--- src/rtl/pi_controller_if.sv ---
// Bus between the KV10 CPU and the priority-interrupt controller:
// device requests, CONO/CONI PI, and the interrupt-cycle handshake.
interface pi_controller_if #(
    parameter int ADDR_W = 18
);
    logic [1:7]        dev_req;
    logic              cono;
    logic [18:35]      cono_e;
    logic              dismiss;
    logic              cpu_ack;
    logic              int_done;
    logic              int_hold;
    logic              int_second;
    logic              pi_req;
    logic [0:2]        pi_level;
    logic [ADDR_W-1:0] pi_addr;
    logic              pi_busy;
    logic [0:35]       coni;

    modport master (
        output dev_req, cono, cono_e, dismiss, cpu_ack, int_done, int_hold, int_second,
        input  pi_req, pi_level, pi_addr, pi_busy, coni
    );

    modport slave (
        input  dev_req, cono, cono_e, dismiss, cpu_ack, int_done, int_hold, int_second,
        output pi_req, pi_level, pi_addr, pi_busy, coni
    );
endinterface

--- src/rtl/pi_controller.sv ---
// KV10 priority-interrupt scheduler: seven-level arbitration, interrupt-cycle sequencing, CONO/CONI PI.
// Program requests (CONO bits 22/24, CONI preq field) exist only when KV10_PI_PROGREQ_EN is defined.
module pi_controller #(
    parameter int INT_BASE = 'o40,
    parameter int ADDR_W   = 18
) (
    input logic           clk,
    input logic           reset,
    pi_controller_if.slave bus
);
    typedef enum logic [1:0] {IDLE, REQ, CYC1, CYC2} state_t;

    state_t            state, state_nxt;
    logic [1:7]        on_q, on_nxt;
    logic [1:7]        held_q, held_nxt;
    logic [1:7]        preq_q, preq_nxt;
    logic              act_q, act_nxt;
    logic [2:0]        lvl_q, lvl_nxt;
    logic              req_q, req_nxt;
    logic              busy_q, busy_nxt;
    logic [2:0]        level_q, level_nxt;
    logic [ADDR_W-1:0] addr_q, addr_nxt;

    logic [1:7]        sel;
    logic [1:7]        pending;
    logic [2:0]        winner;
    logic              blocked;
    logic              found;
    logic [ADDR_W-1:0] win_addr;
    logic              unused_cono_bits;

    assign sel      = bus.cono_e[29:35];
    assign pending  = (bus.dev_req | preq_q) & on_q & {7{act_q}};
    assign win_addr = ADDR_W'(INT_BASE) + ADDR_W'({winner, 1'b0});
    assign unused_cono_bits = ^{bus.cono_e[18:22], bus.cono_e[24]};

    // A held level masks itself and every lower-priority level.
    always_comb begin
        winner  = 3'd0;
        blocked = 1'b0;
        for (int n = 1; n <= 7; n++) begin
            blocked = blocked | held_q[n];
            if (!blocked && pending[n] && winner == 3'd0)
                winner = 3'(n);
        end
    end

    always_comb begin
        state_nxt = state;
        on_nxt    = on_q;
        act_nxt   = act_q;
        held_nxt  = held_q;
        preq_nxt  = preq_q;
        lvl_nxt   = lvl_q;
        req_nxt   = req_q;
        busy_nxt  = busy_q;
        level_nxt = level_q;
        addr_nxt  = addr_q;
        found     = 1'b0;

        if (bus.dismiss) begin
            for (int n = 1; n <= 7; n++) begin
                if (!found && held_q[n]) begin
                    held_nxt[n] = 1'b0;
                    found       = 1'b1;
                end
            end
        end

        case (state)
            IDLE: begin
                if (winner != 3'd0) begin
                    req_nxt   = 1'b1;
                    level_nxt = winner;
                    addr_nxt  = win_addr;
                    state_nxt = REQ;
                end else begin
                    req_nxt   = 1'b0;
                    level_nxt = 3'd0;
                end
            end
            REQ: begin
                if (bus.cpu_ack && req_q) begin
                    lvl_nxt   = level_q;
`ifdef KV10_PI_PROGREQ_EN
                    preq_nxt[level_q] = 1'b0;
`endif
                    req_nxt   = 1'b0;
                    busy_nxt  = 1'b1;
                    state_nxt = CYC1;
                end else if (winner != 3'd0) begin
                    req_nxt   = 1'b1;
                    level_nxt = winner;
                    addr_nxt  = win_addr;
                end else begin
                    req_nxt   = 1'b0;
                    level_nxt = 3'd0;
                    state_nxt = IDLE;
                end
            end
            CYC1: begin
                if (bus.int_done) begin
                    if (bus.int_hold) begin
                        held_nxt[lvl_q] = 1'b1;
                        busy_nxt        = 1'b0;
                        state_nxt       = IDLE;
                    end else if (bus.int_second) begin
                        addr_nxt  = addr_q + 1'b1;
                        state_nxt = CYC2;
                    end else begin
                        busy_nxt  = 1'b0;
                        state_nxt = IDLE;
                    end
                end
            end
            CYC2: begin
                if (bus.int_done) begin
                    if (bus.int_hold)
                        held_nxt[lvl_q] = 1'b1;
                    busy_nxt  = 1'b0;
                    state_nxt = IDLE;
                end
            end
            default: state_nxt = IDLE;
        endcase

        // CONO is applied last so that clear-PI overrides the cycle logic above.
        if (bus.cono) begin
            if (bus.cono_e[23]) begin
                on_nxt    = '0;
                held_nxt  = '0;
                preq_nxt  = '0;
                act_nxt   = 1'b0;
                req_nxt   = 1'b0;
                busy_nxt  = 1'b0;
                level_nxt = 3'd0;
                state_nxt = IDLE;
            end
`ifdef KV10_PI_PROGREQ_EN
            if (bus.cono_e[22]) preq_nxt = preq_nxt & ~sel;
            if (bus.cono_e[24]) preq_nxt = preq_nxt | sel;
`endif
            if (bus.cono_e[25]) on_nxt = on_nxt | sel;
            if (bus.cono_e[26]) on_nxt = on_nxt & ~sel;
            if (bus.cono_e[27]) act_nxt = 1'b0;
            if (bus.cono_e[28]) act_nxt = 1'b1;
        end

`ifndef KV10_PI_PROGREQ_EN
        preq_nxt = '0;
`endif
    end

    always_ff @(posedge clk) begin
        if (reset) begin
            state   <= IDLE;
            on_q    <= '0;
            held_q  <= '0;
            preq_q  <= '0;
            act_q   <= 1'b0;
            lvl_q   <= 3'd0;
            req_q   <= 1'b0;
            busy_q  <= 1'b0;
            level_q <= 3'd0;
            addr_q  <= '0;
        end else begin
            state   <= state_nxt;
            on_q    <= on_nxt;
            held_q  <= held_nxt;
            preq_q  <= preq_nxt;
            act_q   <= act_nxt;
            lvl_q   <= lvl_nxt;
            req_q   <= req_nxt;
            busy_q  <= busy_nxt;
            level_q <= level_nxt;
            addr_q  <= addr_nxt;
        end
    end

    assign bus.pi_req   = req_q;
    assign bus.pi_level = level_q;
    assign bus.pi_addr  = addr_q;
    assign bus.pi_busy  = busy_q;
    assign bus.coni     = {11'b0, preq_q, 3'b0, held_q, act_q, on_q};
endmodule

--- src/flat_wrapper.sv ---
// flat-port wrapper written by rule: the top's interface ports become plain ports
module pi_controller_flat 
#(
    parameter int INT_BASE = 'o40,
    parameter int ADDR_W   = 18
)
  (clk, reset, bus_dev_req, bus_cono, bus_cono_e, bus_dismiss, bus_cpu_ack, bus_int_done, bus_int_hold, bus_int_second, bus_pi_req, bus_pi_level, bus_pi_addr, bus_pi_busy, bus_coni);
  pi_controller_if #(.ADDR_W(ADDR_W)) bus_i ();
  input logic clk;
  input logic reset;
  input wire logic [$bits(bus_i.dev_req)-1:0] bus_dev_req;
  input wire logic [$bits(bus_i.cono)-1:0] bus_cono;
  input wire logic [$bits(bus_i.cono_e)-1:0] bus_cono_e;
  input wire logic [$bits(bus_i.dismiss)-1:0] bus_dismiss;
  input wire logic [$bits(bus_i.cpu_ack)-1:0] bus_cpu_ack;
  input wire logic [$bits(bus_i.int_done)-1:0] bus_int_done;
  input wire logic [$bits(bus_i.int_hold)-1:0] bus_int_hold;
  input wire logic [$bits(bus_i.int_second)-1:0] bus_int_second;
  output wire logic [$bits(bus_i.pi_req)-1:0] bus_pi_req;
  output wire logic [$bits(bus_i.pi_level)-1:0] bus_pi_level;
  output wire logic [$bits(bus_i.pi_addr)-1:0] bus_pi_addr;
  output wire logic [$bits(bus_i.pi_busy)-1:0] bus_pi_busy;
  output wire logic [$bits(bus_i.coni)-1:0] bus_coni;
  assign bus_i.dev_req = bus_dev_req;
  assign bus_i.cono = bus_cono;
  assign bus_i.cono_e = bus_cono_e;
  assign bus_i.dismiss = bus_dismiss;
  assign bus_i.cpu_ack = bus_cpu_ack;
  assign bus_i.int_done = bus_int_done;
  assign bus_i.int_hold = bus_int_hold;
  assign bus_i.int_second = bus_int_second;
  assign bus_pi_req = bus_i.pi_req;
  assign bus_pi_level = bus_i.pi_level;
  assign bus_pi_addr = bus_i.pi_addr;
  assign bus_pi_busy = bus_i.pi_busy;
  assign bus_coni = bus_i.coni;
  pi_controller #(.INT_BASE(INT_BASE), .ADDR_W(ADDR_W)) u_core (.clk(clk), .reset(reset), .bus(bus_i));
endmodule
--- config.mk ---
export PLATFORM = sky130hd
export DESIGN_NAME = pi_controller_flat
export DESIGN_NICKNAME = d
export VERILOG_FILES = /design/src/rtl/pi_controller_if.sv /design/src/rtl/pi_controller.sv /design/src/flat_wrapper.sv
export SDC_FILE = /design/constraint.sdc
export NUM_CORES = 1
export LEC_CHECK = 0
export BUFFER_PORTS_ARGS = -buffer_cell sky130_fd_sc_hd__buf_2
export CAP_MARGIN = 10
export CORE_MARGIN = 3
export CORE_UTILIZATION = 49
export DETAILED_ROUTE_END_ITERATION = 6
export PLACE_DENSITY = 0.81
export SLEW_MARGIN = 20
export SYNTH_ARGS = -nofsm -noshare
export SYNTH_HDL_FRONTEND = slang
export SYNTH_SLANG_ARGS = --single-unit
--- constraint.sdc ---
create_clock -name clk -period 3 [get_ports clk]
set_clock_uncertainty 0.05 [all_clocks]
set_input_delay 0.3 -clock clk [delete_from_list [all_inputs] [get_ports clk]]
set_output_delay 0.3 -clock clk [all_outputs]
set_load 0.05 [all_outputs]
==> impl_metrics.csv, run 1 <==
group,metric,value,unit
sta,rsz0062_at_grt,"false",
clock_tree,cts-root-buf,"clkbuf_8",
synth,mappedNetlistArea,0.00246,sq mm
drt,antenna_left,0,
sta,maxSlewHeadroom,57.4,%
floorplanning,die_h,76.8,microns
placement,dp_cells,411,
worst_setup_path,arrival,2.66,ns
worst_setup_path,path_class,"register to register",
synth,synthFlopType,"dfxtp_1",
cells_and_area,nets,385,
sta,finalSetupTns,0,ns
outcome,outcome,"finished clean",
worst_setup_path,required,3.17,ns
sta,finalCriticalPeriod,2.49,ns
hold_path,hold_path.class,"primary input to register",
cells_and_area,fin_area,0.00285,sq mm
hold_path,min_from,"bus_cono_e[0]",
placement,place_area,0.00271,sq mm
grt,grt_remaining_overflow,0,
placement,io_buffers,64,
sta,hold_ws,0.154,ns
worst_setup_path,slowest_stage,"nor4_1",
floorplanning,io_pins,92,
pwr,ir_drop,0.000286,V
clock_tree,cts_resized,0,
worst_setup_path,reg2reg_depth,5,
drt,drtIter0Drc,162,
clock_tree,htreeDepth,2,
floorplanning,core_area,0.00479,sq mm
floorplanning,initial_core_util,51.4,%
floorplanning,rows,25,
grt,grt_max_degree,19,
pwr,p_sw_share,26.3,%
clock_tree,clk_pin_slew,0.08,ns
drt,via_per_inst,5.84,
sta,fin_crit_sh,83.1,%
grt,globalRouteTotalUtil,21.1,%
worst_setup_path,critPathLaunchType,"register",
pwr,p_sw,0.337,mW
drt,drt_pre_antenna_iters,4,
worst_setup_path,critPathTopFamily,"simple AND/OR/NAND/NOR gates",
pwr,leakage,1.21,nW
worst_setup_path,path_cells,"nor4_1 > o211ai_2 > a41o_1 > and2_1 > o31ai_1",
synth,syn_inst,296,
drt,drc,0,
worst_setup_path,r2r_setup_slack,0.51,ns
synth,ys_types,55,
worst_setup_path,end_kind,"register",
drt,via_count,2448,
pwr,comb_power_share,12.5,%
floorplanning,die_w,76.8,microns
sta,fmax,401,MHz
synth,async_flop_share,0,%
sta,slew_viol_final,0,
worst_setup_path,worst-path-buf-inv,0,
worst_setup_path,r2r-end,"u_core.bus.pi_addr[13]$_SDFFE_PP0P_",
clock_tree,cts_buffers,5,
synth,postSynthAreaPerCell,8.31,sq um
sta,hold_viol,0,
pwr,power.internal,0.943,mW
hold_path,whs_path_depth,2,
sta,worstMarginPinSlew,0.622,ns
cells_and_area,fillers,454,
drt,drt-total-wl,6.25,mm
pwr,powerDensity,449,mW/mm^2
cells_and_area,layout_common_cells,"64 x buf_2, 43 x dfxtp_1, 25 x nor2_1, 24 x nand2_1, 21 x conb_1",
cells_and_area,syn2layout_area_growth,15.9,%
cells_and_area,final_cells,419,
clock_tree,clockBufferDepth,2,
synth,ys_warn_count,0,
clock_tree,post_cts_buffers,0,
sta,finalSetupViolCount,0,
cells_and_area,diodes,0,
floorplanning,dieArea,0.00590,sq mm
worst_setup_path,reg2reg_from,"u_core.held_q[3]$_SDFF_PP0_",
pwr,pwr-share-clk,42.0,%
synth,synth_edf_count,0,
placement,hpwlAfterDp,4.56,mm
drt,wl_per_cell,14.9,microns
cells_and_area,final_common_cell,"buf_2",
worst_setup_path,slowest_delay,0.60,ns
cells_and_area,regArea,861,sq um
hold_path,hold_end,"u_core.on_q[7]$_SDFFE_PP0P_",
clock_tree,cts_sinks,43,
clock_tree,holdBufCountCts,0,
worst_setup_path,worstPathMaxFanout,17,
flow_run,drv_cap,0,
cells_and_area,multi_input_area,0.00142,sq mm
clock_tree,worstSkewPairLatency,0.30,ns
grt,grt_pass1_vias,2265,
clock_tree,cts_tree,"done",
synth,ys_seq_area_share,35.0,%
grt,antenna_found_initial,0,
cells_and_area,drive_above_1_share,25.9,%
synth,ys_ff_latch,43,
grt,grt_pass1_wl,10.5,mm
placement,gp_congestion,0.911,
pwr,seqPwrFrac,45.5,%
layout make-up:
class / count / area share (%)
Multi-Input combinational cell: 231 / 49.9
Inverter: 5 / 0.658
Clock inverter: 3 / 2.37
Tap cell: 67 / 2.94
Timing Repair Buffer: 65 / 11.5
Clock buffer: 5 / 2.41
Sequential cell: 43 / 30.2
flip-flops by register name, indices dropped and copies added (netlist names):
| name | cells |
|---|---|
| u_core.held_q | 7 |
| u_core.bus.pi_addr | 18 |
| u_core.bus.pi_busy | 1 |
| u_core.on_q | 7 |
| u_core.bus.pi_req | 1 |
| u_core.bus.pi_level | 3 |
| u_core.act_q | 1 |
| u_core.state | 2 |
| u_core.lvl_q | 3 |
worst max path at each step:
stage	from	depth (start not counted)	endpoint	slack, ns
floorplan	u_core.on_q[5]$_SDFFE_PP0P_	6	u_core.bus.pi_addr[6]$_SDFFE_PP0P_	0.66
global placement	u_core.held_q[3]$_SDFF_PP0_	5	u_core.bus.pi_addr[13]$_SDFFE_PP0P_	0.67
detailed placement	u_core.held_q[3]$_SDFF_PP0_	5	u_core.bus.pi_addr[8]$_SDFFE_PP0P_	0.59
CTS	u_core.held_q[3]$_SDFF_PP0_	5	u_core.bus.pi_addr[13]$_SDFFE_PP0P_	0.55
global route	u_core.held_q[3]$_SDFF_PP0_	5	u_core.bus.pi_addr[13]$_SDFFE_PP0P_	0.32
finish	u_core.held_q[3]$_SDFF_PP0_	5	u_core.bus.pi_addr[13]$_SDFFE_PP0P_	0.51
synthesized netlist by cell type (3+ instances only):
master,instances,share of area (%)
a2111oi_0,7,2.5
o2111ai_1,10,3.6
mux2i_1,3,1.2
and2_1,8,2.0
a21oi_1,20,4.1
buf_4,22,6.7
nand4b_1,3,1.1
nand4_1,7,1.8
nor2_1,25,3.8
o21ai_0,8,1.6
nand3_1,12,2.4
a22oi_1,10,3.1
o31ai_1,12,3.7
clkbuf_1,9,1.4
buf_1,3,0.46
a2111o_1,5,2.3
dfxtp_1,43,35
nand2_1,24,3.7
inv_1,5,0.76
nor3_1,4,0.81
or2_2,7,1.8
and3_1,5,1.3
nand2b_1,4,1.0
power by group through the flow:
stage | Combinational [mW] | Clock (mW) | Sequential [mW]
floorplan | 0.130 | 0 | 0.610
global placement | 0.157 | 0 | 0.596
detailed placement | 0.159 | 0 | 0.596
CTS | 0.159 | 0.547 | 0.582
global route | 0.172 | 0.567 | 0.584
finish | 0.160 | 0.538 | 0.583
per-layer routing:
| layer | part of all wire (%) | routed length, microns | vias up | GRT usage (%) |
|---|---|---|---|---|
| met5 | 0 | 0 | - | 0 |
| met4 | 1.3 | 84 | 0 | 7.79 |
| met3 | 5.0 | 313 | 7 | 3.64 |
| met2 | 49 | 3060 | 75 | 35.8 |
| met1 | 45 | 2800 | 1173 | 26.6 |
| li1 | - | - | 1193 | - |
logic make-up after synthesis:
group                    synth area share [%]
buffers and inverters                    10.2
AND/OR/NAND/NOR                          25.9
multiplexers                             1.22
AO/OA/AOI/OAI                            26.4
flip-flops                               35.0
adder cells (fa/ha/maj)                 0.509
other                                   0.153
XOR/XNOR                                0.713
through the flow:
stage | util (%) | total power [mW] | setup slack, ns
4_1_cts | 59.6 | 1.29 | 0.553
6_report | 59.6 | 1.28 | 0.507
3_3_place_gp | 56.7 | 0.753 | 0.670
2_1_floorplan | - | 0.740 | 0.660
3_5_place_dp | 56.7 | 0.755 | 0.587
5_1_grt | 59.6 | 1.32 | 0.317
Note: power is estimated with default switching activity, not from simulation.
==> run 2, diff against run 1 <==
- CORE_UTILIZATION: 49 -> 45
- PLACE_DENSITY: 0.81 -> 0.78
- clock period: 3 -> 2.26 ns (I/O delays scaled with it)
==> impl_metrics.csv, run 2 (same netlist as run 1, synthesis figures left out) <==
group,metric,value,unit
placement,io_buffers,64,
cells_and_area,drive_above_1_share,29.4,%
sta,fmax,469,MHz
grt,grt_pass1_wl,10.5,mm
drt,via_per_inst,5.69,
cells_and_area,syn2layout_area_growth,17.6,%
pwr,pwr-share-clk,35.0,%
pwr,power.internal,1.09,mW
pwr,total_power,1.53,mW
worst_setup_path,critPathLaunchType,"register",
grt,grt_remaining_overflow,0,
hold_path,hold_path.class,"primary input to register",
hold_path,min_from,"bus_cono_e[2]",
sta,finalCriticalPeriod,2.13,ns
cells_and_area,nets,393,
pwr,comb_power_share,14.4,%
drt,maxUsedRoutingLayer,"met4",
cells_and_area,utilization,55.5,%
sta,finalSetupTns,0,ns
placement,gp_congestion,0.822,
pwr,p_sw_share,28.5,%
drt,wl_met1,2.85,mm
worst_setup_path,r2r-end,"u_core.bus.pi_addr[1]$_SDFFE_PP0P_",
floorplanning,rows,26,
drt,antenna_left,0,
placement,dp_cells,422,
worst_setup_path,reg2reg_from,"u_core.held_q[1]$_SDFF_PP0_",
clock_tree,cts-root-buf,"clkbuf_8",
clock_tree,cts_buffers,5,
drt,drtIter0Drc,149,
floorplanning,core_area,0.00520,sq mm
clock_tree,clockBufferDepth,2,
hold_path,whs_path_depth,2,
drt,drc,0,
clock_tree,cts_tree,"done",
flow_run,drv_cap,0,
floorplanning,dieArea,0.00639,sq mm
worst_setup_path,end_kind,"register",
pwr,p_sw,0.436,mW
grt,grt_max_degree,19,
worst_setup_path,r2r_setup_slack,0.13,ns
worst_setup_path,required,2.41,ns
worst_setup_path,path_cells,"or3b_1 > a2111o_1 > a41o_2 > and2_2 > o31ai_1",
worst_setup_path,slowest_stage,"or3b_1",
floorplanning,die_w,79.9,microns
floorplanning,die_h,79.9,microns
worst_setup_path,arrival,2.28,ns
outcome,outcome,"finished clean",
hold_path,hold_end,"u_core.on_q[5]$_SDFFE_PP0P_",
cells_and_area,largest_reg_flops,18,
clock_tree,cts_sinks,43,
sta,worstMarginPinSlew,0.567,ns
cells_and_area,diodes,0,
sta,slew_viol_final,0,
clock_tree,clk_pin_slew,0.08,ns
pwr,seqPwrFrac,50.5,%
sta,fin_crit_sh,94.3,%
grt,antenna_found_initial,0,
clock_tree,post_cts_buffers,0,
drt,drt-total-wl,6.39,mm
worst_setup_path,slowest_delay,0.39,ns
cells_and_area,final_cells,430,
pwr,leakage,1.24,nW
floorplanning,initial_core_util,47.2,%
drt,wl_met3,441,microns
worst_setup_path,path_class,"register to register",
cells_and_area,final_common_cell,"buf_2",
worst_setup_path,reg2reg_depth,5,
sta,hold_viol,0,
sta,rsz0062_at_grt,"false",
drt,via_count,2445,
clock_tree,worstSkewPairLatency,0.30,ns
clock_tree,htreeDepth,2,
grt,grt_pass1_vias,2308,
drt,wl_per_cell,14.9,microns
drt,dr_wl_met2,3.03,mm
pwr,powerDensity,530,mW/mm^2
pwr,ir_drop,0.000375,V
grt,globalRouteTotalUtil,20.3,%
floorplanning,io_pins,92,
placement,hpwlAfterDp,4.81,mm
sta,maxSlewHeadroom,61.2,%
cells_and_area,layout_common_cells,"64 x buf_2, 38 x dfxtp_1, 25 x nor2_1, 24 x nand2_1, 21 x conb_1",
worst_setup_path,worstPathMaxFanout,10,
sta,finalSetupViolCount,0,
drt,drt_pre_antenna_iters,4,
[run 2: through the flow]
step | cell area (sq um) | hold slack, ns | setup slack (ns)
final | 2890 | 0.0910 | 0.129
after global placement | 2780 | 0.388 | 0.141
after detailed placement | 2780 | 0.400 | 0.0880
after CTS | 2890 | 0.0819 | 0.0649
after global routing | 2890 | 0.0901 | 0.0209
after floorplan | 2540 | 0.283 | 0.0316
[run 2: critical path, delay by kind of cell (launching register included)]
family          cells  cell delay, ns
flops               1            0.36
compound gates      3            0.95
simple gates        2            0.68
[run 2: power by group through the flow]
stage | registers, mW | logic (mW) | clock network [mW]
after floorplan | 0.810 | 0.172 | 0
after global placement | 0.790 | 0.215 | 0
after detailed placement | 0.791 | 0.218 | 0
after CTS | 0.773 | 0.218 | 0.544
after global routing | 0.774 | 0.236 | 0.581
final | 0.773 | 0.221 | 0.536
[run 2: timing repair]
item | 4_1_cts | 5_1_grt
hold buffers | 0 | 0
hold endpoints to repair | 0 | 0
setup endpoints to repair | 0 | 10
gates resized for setup | 0 | 2
[run 2: worst max path at each step]
| stage | start | end | slack [ns] | cells past startpoint |
|---|---|---|---|---|
| 2_1_floorplan | u_core.held_q[3]$_SDFF_PP0_ | u_core.bus.pi_addr[6]$_SDFFE_PP0P_ | 0.03 | 6 |
| 3_3_place_gp | u_core.held_q[1]$_SDFF_PP0_ | u_core.bus.pi_addr[12]$_SDFFE_PP0P_ | 0.14 | 5 |
| 3_5_place_dp | u_core.held_q[1]$_SDFF_PP0_ | u_core.bus.pi_addr[1]$_SDFFE_PP0P_ | 0.09 | 5 |
| 4_1_cts | u_core.held_q[1]$_SDFF_PP0_ | u_core.bus.pi_addr[1]$_SDFFE_PP0P_ | 0.06 | 5 |
| 5_1_grt | u_core.held_q[1]$_SDFF_PP0_ | u_core.bus.pi_addr[13]$_SDFFE_PP0P_ | 0.02 | 5 |
| 6_report | u_core.held_q[1]$_SDFF_PP0_ | u_core.bus.pi_addr[1]$_SDFFE_PP0P_ | 0.13 | 5 |
[run 2: final cells by class]
class,instances,area (sq um)
tap,70,87.6
clock inverter,1,7.51
inverter,5,18.8
multi-input combinational,231,1430
clock buffer,7,96.3
fill,497,2310
timing repair buffer,73,388
sequential,43,867
[run 2: metal layers]
layer | GRT usage, % | vias up
met2 | 32.9 | 92
met5 | 0 | -
met3 | 4.18 | 7
li1 | - | 1206
met1 | 27.0 | 1140
met4 | 6.08 | 0
==> run 3, diff against run 2 <==
- CORE_UTILIZATION: 45 -> 51
- CTS_BUF_LIST: not set -> sky130_fd_sc_hd__clkbuf_4
- PLACE_DENSITY: 0.78 -> 0.83
- clock period: 2.26 -> 2.1 ns (I/O delays scaled with it)
==> impl_metrics.csv, run 3 (same netlist as run 1, synthesis figures left out) <==
group,metric,value,unit
drt,wl_per_cell,14.9,microns
sta,fin_crit_sh,97.5,%
worst_setup_path,end_kind,"register",
grt,grt_remaining_overflow,0,
pwr,leakage,1.28,nW
sta,hold_ws,0.00828,ns
worst_setup_path,critPathLaunchType,"register",
floorplanning,core_area,0.00450,sq mm
pwr,seqPwrFrac,52.2,%
floorplanning,initial_core_util,54.6,%
sta,worstMarginPinSlew,0.599,ns
sta,fmax,488,MHz
drt,via_per_inst,5.94,
pwr,powerDensity,536,mW/mm^2
outcome,outcome,"finished clean",
flow_run,drv_cap,0,
worst_setup_path,slowest_stage,"or3b_1",
sta,finalSetupViolCount,0,
pwr,p_sw,0.460,mW
placement,hpwlAfterDp,4.64,mm
pwr,ir_drop,0.000480,V
worst_setup_path,cp_common_cell,"a2111o_1",
grt,grt_pass1_wl,9.97,mm
worst_setup_path,worst-path-buf-inv,1,
clock_tree,clockBufferDepth,2,
cells_and_area,diodes,0,
sta,rsz0062_at_grt,"true",
floorplanning,io_pins,92,
placement,dp_slack,0.0309,ns
grt,antenna_found_initial,0,
worst_setup_path,worstPathMaxFanout,6,
worst_setup_path,critPathTopFamily,"compound AO/OA/AOI/OAI gates",
placement,io_buffers,64,
floorplanning,rows,24,
clock_tree,cts_buffers,5,
clock_tree,clk_pin_slew,0.13,ns
placement,gp_congestion,0.874,
floorplanning,die_w,75.4,microns
clock_tree,htreeDepth,2,
cells_and_area,drive_above_1_share,31.1,%
clock_tree,cts_tree,"done",
clock_tree,cts-root-buf,"clkbuf_4",
grt,grt_max_degree,19,
pwr,power.internal,1.13,mW
sta,slew_viol_final,0,
pwr,pwr-share-clk,32.3,%
pwr,p_sw_share,28.9,%
cells_and_area,layout_common_cells,"64 x buf_2, 37 x dfxtp_1, 25 x nor2_1, 24 x nand2_1, 21 x conb_1",
floorplanning,die_h,75.4,microns
cells_and_area,nets,403,
drt,drt-total-wl,6.28,mm
cells_and_area,largest_reg_flops,18,
sta,setup_slack,0.0515,ns
drt,drtIter0Drc,143,
drt,antenna_left,0,
worst_setup_path,path_class,"register to register",
sta,finalCriticalPeriod,2.05,ns
worst_setup_path,slowest_delay,0.38,ns
drt,via_count,2507,
floorplanning,dieArea,0.00569,sq mm
pwr,comb_power_share,15.5,%
sta,hold_viol,0,
sta,maxSlewHeadroom,59.9,%
drt,drc,0,
cells_and_area,final_common_cell,"buf_2",
hold_path,hold_path.class,"primary input to register",
clock_tree,worstSkewPairLatency,0.36,ns
cells_and_area,syn2layout_area_growth,20.9,%
drt,drt_pre_antenna_iters,5,
clock_tree,cts_sinks,43,
worst_setup_path,required,2.36,ns
grt,grt_pass1_vias,2158,
worst_setup_path,arrival,2.31,ns
grt,globalRouteTotalUtil,22.3,%
worst_setup_path,path_cells,"or3b_1 > a2111o_1 > a41o_4 > buf_6 > a2111o_1 > nand2_1",
cells_and_area,fillers,400,
pwr,total_power,1.59,mW
-- run 3: worst register-to-register path, delay by kind of cell (launching register included) --
family,cells,cell delay [ns]
AO/OA/AOI/OAI,3,1.01
buffers and inverters,1,0.14
flip-flops,1,0.36
AND/OR/NAND/NOR,2,0.45
-- run 3: worst paths after layout --
path / from / end / slack, ns / cells past startpoint
worst max-delay path: u_core.held_q[1]$_SDFF_PP0_ / u_core.bus.pi_addr[16]$_SDFFE_PP0P_ / 0.05 / 6
worst min-delay path: bus_cono_e[3] / u_core.on_q[4]$_SDFFE_PP0P_ / 0.008 / 2
worst min register to register: u_core.bus.pi_busy$_SDFF_PP0_ / u_core.bus.pi_busy$_SDFF_PP0_ / 0.42 / 2
worst max register to register: u_core.held_q[1]$_SDFF_PP0_ / u_core.bus.pi_addr[16]$_SDFFE_PP0P_ / 0.05 / 6
-- run 3: metrics by stage --
stage	util [%]	instances	area [sq um]	TNS, ns
finish	66.0	422	2970	0
global route	66.0	422	2970	-0.0312
CTS	65.0	421	2930	0
detailed placement	62.4	409	2810	0
global placement	62.4	409	2810	0
floorplan	-	316	2550	-0.0667
-- run 3: metal layers --
metal | vias up | GRT usage [%] | routed length [microns]
met2 | 94 | 35.7 | 2920
met4 | 0 | 5.44 | 70
met5 | - | 0 | 0
met1 | 1184 | 30.7 | 2890
li1 | 1222 | - | -
met3 | 7 | 4.88 | 396
-- run 3: cell type report --
| type | count | area, sq um | share of cell area [%] |
|---|---|---|---|
| multi-input combinational | 231 | 1460 | 49.2 |
| sequential | 43 | 873 | 29.4 |
| timing repair buffer | 83 | 477 | 16.0 |
| tap | 52 | 65.1 | 2.19 |
| clock inverter | 3 | 38.8 | 1.31 |
| clock buffer | 5 | 37.5 | 1.26 |
| inverter | 5 | 18.8 | 0.632 |
-- run 3: timing repair --
item	in CTS	in global routing
hold buffers	4	0
pin swaps	0	2
gates resized for setup	1	10
setup endpoints to repair	1	15
hold endpoints to repair	4	0
buffers inserted	0	1
-- run 3: power by group through the flow --
stage / Sequential, mW / Clock, mW / Combinational (mW)
after floorplan: 0.870 / 0 / 0.186
after global placement: 0.848 / 0 / 0.232
after detailed placement: 0.849 / 0 / 0.235
after CTS: 0.831 / 0.525 / 0.241
after global routing: 0.832 / 0.558 / 0.265
final: 0.831 / 0.514 / 0.247
